$ cat config.mk
export PLATFORM = sky130hd
export DESIGN_NAME = spi_reg_sequencer_flat
export DESIGN_NICKNAME = d
export VERILOG_FILES = /design/src/rtl/spi_reg_sequencer_if.sv /design/src/rtl/spi_reg_sequencer.sv /design/src/flat_wrapper.sv
export SDC_FILE = /design/constraint.sdc
export NUM_CORES = 1
export LEC_CHECK = 0
export ABC_AREA = 1
export BUFFER_PORTS_ARGS = -buffer_cell sky130_fd_sc_hd__buf_2
export CORE_MARGIN = 4
export CORE_UTILIZATION = 57
export CTS_BUF_LIST = sky130_fd_sc_hd__clkbuf_16
export DETAILED_ROUTE_END_ITERATION = 16
export PLACE_DENSITY = 0.92
export SYNTH_ARGS = -nofsm -noshare
export SYNTH_HDL_FRONTEND = slang
export SYNTH_SLANG_ARGS = --single-unit
$ cat constraint.sdc
create_clock -name clk -period 11.6 [get_ports clk]
set_clock_uncertainty 0.05 [all_clocks]
set_input_delay 0 -clock clk [delete_from_list [all_inputs] [get_ports clk]]
set_output_delay 0 -clock clk [all_outputs]
set_load 0.01 [all_outputs]
$ cat src/rtl/spi_reg_sequencer_if.sv
// Signal bundle between the SPI frame shifter, local fabric writers and the
// register sequencer. The bench or shifter side uses master; the sequencer uses slave.
interface spi_reg_sequencer_if #(
   parameter int ADDR_W = 4
);
   localparam int NREG = 2**ADDR_W;

   logic                 frame_valid;
   logic [15:0]          frame_data;
   logic [15:0]          tx_word;
   logic                 hw_we;
   logic [ADDR_W-1:0]    hw_addr;
   logic [15:0]          hw_wdata;
   logic                 hw_ready;
   logic [16*NREG-1:0]   reg_out;
   logic                 busy;
   logic [1:0]           err;

   modport master (
      output frame_valid, frame_data, hw_we, hw_addr, hw_wdata,
      input  tx_word, hw_ready, reg_out, busy, err
   );

   modport slave (
      input  frame_valid, frame_data, hw_we, hw_addr, hw_wdata,
      output tx_word, hw_ready, reg_out, busy, err
   );
endinterface

$ cat src/rtl/spi_reg_sequencer.sv
// Decodes 16-bit SPI frames into burst reads/writes of a 16-bit register bank,
// shares the bank write port with local fabric and supplies the next reply word.
module spi_reg_sequencer #(
   parameter int         ADDR_W     = 4,
   parameter int         TIMEOUT    = 48000,
   parameter logic [7:0] STATUS_TAG = 8'hA5
) (
   input logic                clk,
   input logic                rst,
   spi_reg_sequencer_if.slave bus
);
   localparam int NREG = 2**ADDR_W;
   localparam int TW   = $clog2(TIMEOUT + 1);
   localparam logic [TW-1:0] TMAX = TW'(TIMEOUT - 1);

   typedef enum logic [1:0] {IDLE, WDATA, RDATA} state_t;

   state_t                  r_state, w_stateNext;
   logic [NREG-1:0][15:0]   r_regs;
   logic [ADDR_W-1:0]       r_ptr, w_ptrNext;
   logic [4:0]              r_remaining, w_remainingNext;
   logic                    r_inc, w_incNext;
   logic [TW-1:0]           r_timer, w_timerNext;
   logic [1:0]              r_err, w_errNext;
   logic [15:0]             r_tx, w_txNext;

   logic [1:0]              w_op;
   logic [4:0]              w_len;
   logic [ADDR_W-1:0]       w_hdrAddr;
   logic [ADDR_W-1:0]       w_ptrAdv;
   logic [ADDR_W-1:0]       w_rdAddr;
   logic [15:0]             w_rdData;
   logic                    w_spiWe;
   logic                    w_hwCommit;

   assign w_op      = bus.frame_data[13:12];
   assign w_len     = {1'b0, bus.frame_data[11:8]} + 5'd1;
   assign w_hdrAddr = bus.frame_data[ADDR_W-1:0];
   assign w_ptrAdv  = r_inc ? r_ptr + ADDR_W'(1) : r_ptr;

   assign w_spiWe      = bus.frame_valid && (r_state == WDATA);
   assign bus.hw_ready = !w_spiWe;
   assign w_hwCommit   = bus.hw_we && bus.hw_ready;

   // Read data forwards a same-cycle local write so the reply sees the newest value.
   assign w_rdAddr = (r_state == IDLE) ? w_hdrAddr : w_ptrAdv;
   assign w_rdData = (w_hwCommit && (bus.hw_addr == w_rdAddr)) ? bus.hw_wdata : r_regs[w_rdAddr];

   assign bus.reg_out = r_regs;
   assign bus.tx_word = r_tx;
   assign bus.busy    = (r_state != IDLE);
   assign bus.err     = r_err;

   // Single bank write port: an SPI data word wins, a blocked local write retries later.
   always_ff @(posedge clk or posedge rst) begin
      if (rst) begin
         r_regs <= '0;
      end else if (w_spiWe) begin
         r_regs[r_ptr] <= bus.frame_data;
      end else if (w_hwCommit) begin
         r_regs[bus.hw_addr] <= bus.hw_wdata;
      end
   end

   always_ff @(posedge clk or posedge rst) begin
      if (rst) begin
         r_state     <= IDLE;
         r_ptr       <= '0;
         r_remaining <= '0;
         r_inc       <= 1'b0;
         r_timer     <= '0;
         r_err       <= 2'b00;
         r_tx        <= {STATUS_TAG, 8'h00};
      end else begin
         r_state     <= w_stateNext;
         r_ptr       <= w_ptrNext;
         r_remaining <= w_remainingNext;
         r_inc       <= w_incNext;
         r_timer     <= w_timerNext;
         r_err       <= w_errNext;
         r_tx        <= w_txNext;
      end
   end

   // Header decode, burst sequencing and the inter-frame watchdog.
   always_comb begin
      w_stateNext     = r_state;
      w_ptrNext       = r_ptr;
      w_remainingNext = r_remaining;
      w_incNext       = r_inc;
      w_timerNext     = '0;
      w_errNext       = r_err;
      w_txNext        = r_tx;
      case (r_state)
         IDLE: begin
            if (bus.frame_valid) begin
               case (w_op)
                  2'b00: begin
                     w_ptrNext       = w_hdrAddr;
                     w_remainingNext = w_len;
                     w_incNext       = bus.frame_data[14];
                     w_stateNext     = bus.frame_data[15] ? WDATA : RDATA;
                  end
                  2'b11:   w_errNext    = 2'b00;
                  default: w_errNext[1] = 1'b1;
               endcase
            end
         end
         WDATA, RDATA: begin
            if (bus.frame_valid) begin
               w_ptrNext       = w_ptrAdv;
               w_remainingNext = r_remaining - 5'd1;
               if (r_remaining == 5'd1) begin
                  w_stateNext = IDLE;
               end
            end else if (r_timer == TMAX) begin
               w_stateNext  = IDLE;
               w_errNext[0] = 1'b1;
            end else begin
               w_timerNext = r_timer + TW'(1);
            end
         end
         default: w_stateNext = IDLE;
      endcase
      // Outside a read burst the reply is always the status word of the coming cycle.
      if (w_stateNext != RDATA) begin
         w_txNext = {STATUS_TAG, 6'b000000, w_errNext};
      end else if (bus.frame_valid) begin
         w_txNext = w_rdData;
      end
   end
endmodule

$ cat src/flat_wrapper.sv
// flat-port wrapper written by rule: the top's interface ports become plain ports
module spi_reg_sequencer_flat 
#(
   parameter int         ADDR_W     = 4,
   parameter int         TIMEOUT    = 48000,
   parameter logic [7:0] STATUS_TAG = 8'hA5
)
  (clk, rst, bus_frame_valid, bus_frame_data, bus_hw_we, bus_hw_addr, bus_hw_wdata, bus_tx_word, bus_hw_ready, bus_reg_out, bus_busy, bus_err);
  spi_reg_sequencer_if #(.ADDR_W(ADDR_W)) bus_i ();
  input logic clk;
  input logic rst;
  input wire logic [$bits(bus_i.frame_valid)-1:0] bus_frame_valid;
  input wire logic [$bits(bus_i.frame_data)-1:0] bus_frame_data;
  input wire logic [$bits(bus_i.hw_we)-1:0] bus_hw_we;
  input wire logic [$bits(bus_i.hw_addr)-1:0] bus_hw_addr;
  input wire logic [$bits(bus_i.hw_wdata)-1:0] bus_hw_wdata;
  output wire logic [$bits(bus_i.tx_word)-1:0] bus_tx_word;
  output wire logic [$bits(bus_i.hw_ready)-1:0] bus_hw_ready;
  output wire logic [$bits(bus_i.reg_out)-1:0] bus_reg_out;
  output wire logic [$bits(bus_i.busy)-1:0] bus_busy;
  output wire logic [$bits(bus_i.err)-1:0] bus_err;
  assign bus_i.frame_valid = bus_frame_valid;
  assign bus_i.frame_data = bus_frame_data;
  assign bus_i.hw_we = bus_hw_we;
  assign bus_i.hw_addr = bus_hw_addr;
  assign bus_i.hw_wdata = bus_hw_wdata;
  assign bus_tx_word = bus_i.tx_word;
  assign bus_hw_ready = bus_i.hw_ready;
  assign bus_reg_out = bus_i.reg_out;
  assign bus_busy = bus_i.busy;
  assign bus_err = bus_i.err;
  spi_reg_sequencer #(.ADDR_W(ADDR_W), .TIMEOUT(TIMEOUT), .STATUS_TAG(STATUS_TAG)) u_core (.clk(clk), .rst(rst), .bus(bus_i));
endmodule
==> results.toml <==
[yosys]
synth_edf_count = 0
synth-compound-area-share_pct = 22.09
ys_ff_latch = 302
yosys.cell_count.top_type = "nand2_1"
synth_fp_nets = 2294
synth_top_family_by_area = "simple AND/OR/NAND/NOR gates"
synth_area_per_cell_um2 = 7.605
synthDominantAreaCellType = "dfrtp_1"
yosysWarningCount = 0
yosysSeqAreaShare_pct = 44.33
synthSimpleGateAreaFrac_pct = 24.29
synthAdderAreaFrac_pct = 0.8069
async_flop_share_pct = 100.0
synth_mux_area_share_pct = 0
synth_xor_area_share_pct = 0.2054
synth_cell_types = 46
synth_top_area_share_pct = 43.72
synth.area.top_cells = "dfrtp_1 44%, nand2_1 13%, a22oi_1 10%, o21ai_0 7.7%, nand3_1 7.2%"
ys.flop_type = "dfrtp_1"
ys_top_cells_by_count = "588 x nand2_1, 298 x dfrtp_1, 262 x o21ai_0, 245 x nand3_1, 229 x a22oi_1"
netlist_instances = 2243
netlist_area_um2 = 17060

[global_route]
antenna_found_initial = 1
grt_max_degree = 165
gr-total-overflow = 0
grt_pass1_wl_um = 106900
grt_pass1_vias = 18500
grt_use_total_pct = 41.09

[power]
power_switching_mw = 1.909
seqPwrFrac_pct = 32.3
irDropWorstVdd_uv = 145.4
power.density_nw_per_um2 = 210.4
p_int_mw = 2.322
clkPwrFrac_pct = 25.0
power_frac_comb_pct = 42.7
p_sw_share_pct = 45.11
p_leak_nw = 9.446

[timing]
period_minus_slack_ns = 5.253
period_share_pct = 45.29
final.setup.tns_ns = 0
timing.fmax_ghz = 0.1904
finalHoldViolCount = 0
worst_slew_pin_slew_ns = 1.361
report.final.slew_viol_count = 0
relSlewSlack_pct = 9.279
setup_viol = 0
rsz0062_at_grt = "no"

[final_layout]
post_layout_nonfiller_instances = 2897
multi_input_area_um2 = 8155
nets = 2531
area_delta_synth_final_pct = 17.90
drive_gt1_share_pct = 18.48
nFillCells = 2382
regArea_um2 = 7562

[routing]
drc = 0
avgViaCountPerCell = 6.648
vias = 19260
drt_iter0_drc = 3556
dr.pass1.iters = 9
postRouteAntennaNets = 0
drt-total-wl_um = 69540
wire_per_inst_um = 24.00

[worst_setup_path]
required_ns = 12.01
critPathCaptureType = "flop"
criticalPathCategory = "flop to flop"
start_kind = "flop"
crit_fanout = 87
crit_chain = "inv_1, ha_1, inv_2, nand3_2, nand2_4, buf_4, nand2_1, nand3_1, nor2_1, nand3_2, nor2_1, nor2_1, nand2_1, nand2_1, dlygate4sd3_1"
critPathArrivalTime_ns = 5.67
critPathMaxStageDelay_ns = 0.91
slowest_stage = "nand2_4"

[outcome]
status = "finished, final reports clean"

[clock_network]
cts_buffer_depth = 3
cts.reportedPaths.clkPinSlew_ns = 0.06
cts-root-buf = "clkbuf_16"
cts_tree = "built"
clk_latency_ns = 0.53
htreeDepth = 2
clock-sinks = 302
cts_setup_buffers = 0
numCtsBuffers = 34

[floorplanning]
dieArea_um2 = 32760
initial_core_util_pct = 57.71
die_y_um = 181.0
ios = 316
die_width_um = 181.0
rows = 63
coreArea_um2 = 29560

[placed_design]
place.gp.congestion = 1.012
dp.cells = 2799
io_buffer_count = 315
hpwlAfterDp_um = 47420

[flow_run]
maxCapViolCount = 0

[min_path]
hold_path.class = "primary input to flop"
[final cells by class]
class                   instances  share of cell area, %
repair buffers                387                  11.02
multi-input cells            1595                  40.55
inverters                     160                  3.036
diodes                          1                0.01244
well taps                     390                  2.426
clock buffers                  35                  4.355
clock inverters                27                 0.9892
flip-flops and latches        302                  37.60
[logic make-up after synthesis]
family / Yosys count
buffers and inverters: 346
xor gates and xnor gates: 4
DFF: 302
adders and majority gates: 11
and+or+nand+nor: 974
AOI/OAI and AO/OA: 606
[path summary, 6_finish.rpt]
kind,endpoint,slack (ns),cells past startpoint,start
worst max-delay path,u_core.bus.tx_word[7],6.35,15,u_core.r_state[0]
worst min-delay path,u_core.bus.reg_out[200],0.03,3,bus_frame_data[8]
worst max register to register,u_core.bus.tx_word[7],6.35,15,u_core.r_state[0]
worst min register to register,u_core.r_timer[0],0.41,1,u_core.r_timer[0]
max in group asynchronous,u_core.bus.reg_out[184],9.89,4,rst
min in group asynchronous,u_core.bus.reg_out[77],0.17,3,rst
[state kept, by name, indices dropped and copies added, names as in the netlist]
register and cells:
u_core.bus.err 2, u_core.bus.reg_out 256, u_core.bus.tx_word 16, u_core.r_inc 1
u_core.r_ptr 4, u_core.r_remaining 5, u_core.r_state 2, u_core.r_timer 16
[cell usage in the layout (no fill, tap or decap), types with 9 or more instances in the layout]
master,n
a21oi_1,40
a21oi_2,14
a22oi_1,229
buf_2,315
buf_4,36
clkbuf_16,35
clkinv_1,9
clkinv_2,12
dfrtp_1,298
dlygate4sd3_1,35
ha_1,11
inv_1,151
nand2_1,587
nand3_1,245
nand3b_1,13
nor2_1,87
nor2_2,15
o211ai_1,16
o21ai_0,262
o21ai_1,11
o221ai_1,22
[metrics by stage]
| stage | worst slack (ns) | total power [mW] | hold WS [ns] | util, % | cell area (µm²) |
|---|---|---|---|---|---|
| after floorplan | 3.211 | 2.496 | 0.1329 | - | 17060 |
| after global placement | 7.165 | 3.029 | 0.2434 | 63.18 | 18680 |
| after detailed placement | 7.000 | 3.070 | 0.2401 | 63.18 | 18680 |
| after CTS | 6.525 | 4.134 | 0.002549 | 68.00 | 20100 |
| after global routing | 6.084 | 4.413 | 0.03254 | 68.03 | 20110 |
| final | 6.347 | 4.231 | 0.02976 | 68.03 | 20110 |
[routing by layer]
metal  up-vias  wire length (µm)  part of all wire [%]  GRT usage (%)
li1       8144                 -                     -              -
met2      1874             30380                    44          62.48
met5         -                10                 0.014              0
met3       420             10320                    15          11.38
met1      8819             23250                    33          52.12
met4         2              5578                   8.0          25.85
[critical path: cells and delay by family, from the launching register on]
family        cells  cell delay, ns
buf+inv           4            1.71
flops             1            0.39
fa+ha+maj         1            0.34
simple gates     10            2.63
[timing repair]
item                                   CTS  global route
hold buffers                            35             0
endpoints found under the hold margin  263             0
resized for setup                        0             0
[power by group through the flow]
stage               clock (mW)  sequential [mW]  combinational [mW]
floorplan                    0             1.37                1.12
global placement             0             1.37                1.66
detailed placement           0             1.37                1.70
CTS                       1.06             1.35                1.73
global route              1.11             1.37                1.93
finish                    1.06             1.37                1.81
(Power assumes the default switching activity.)
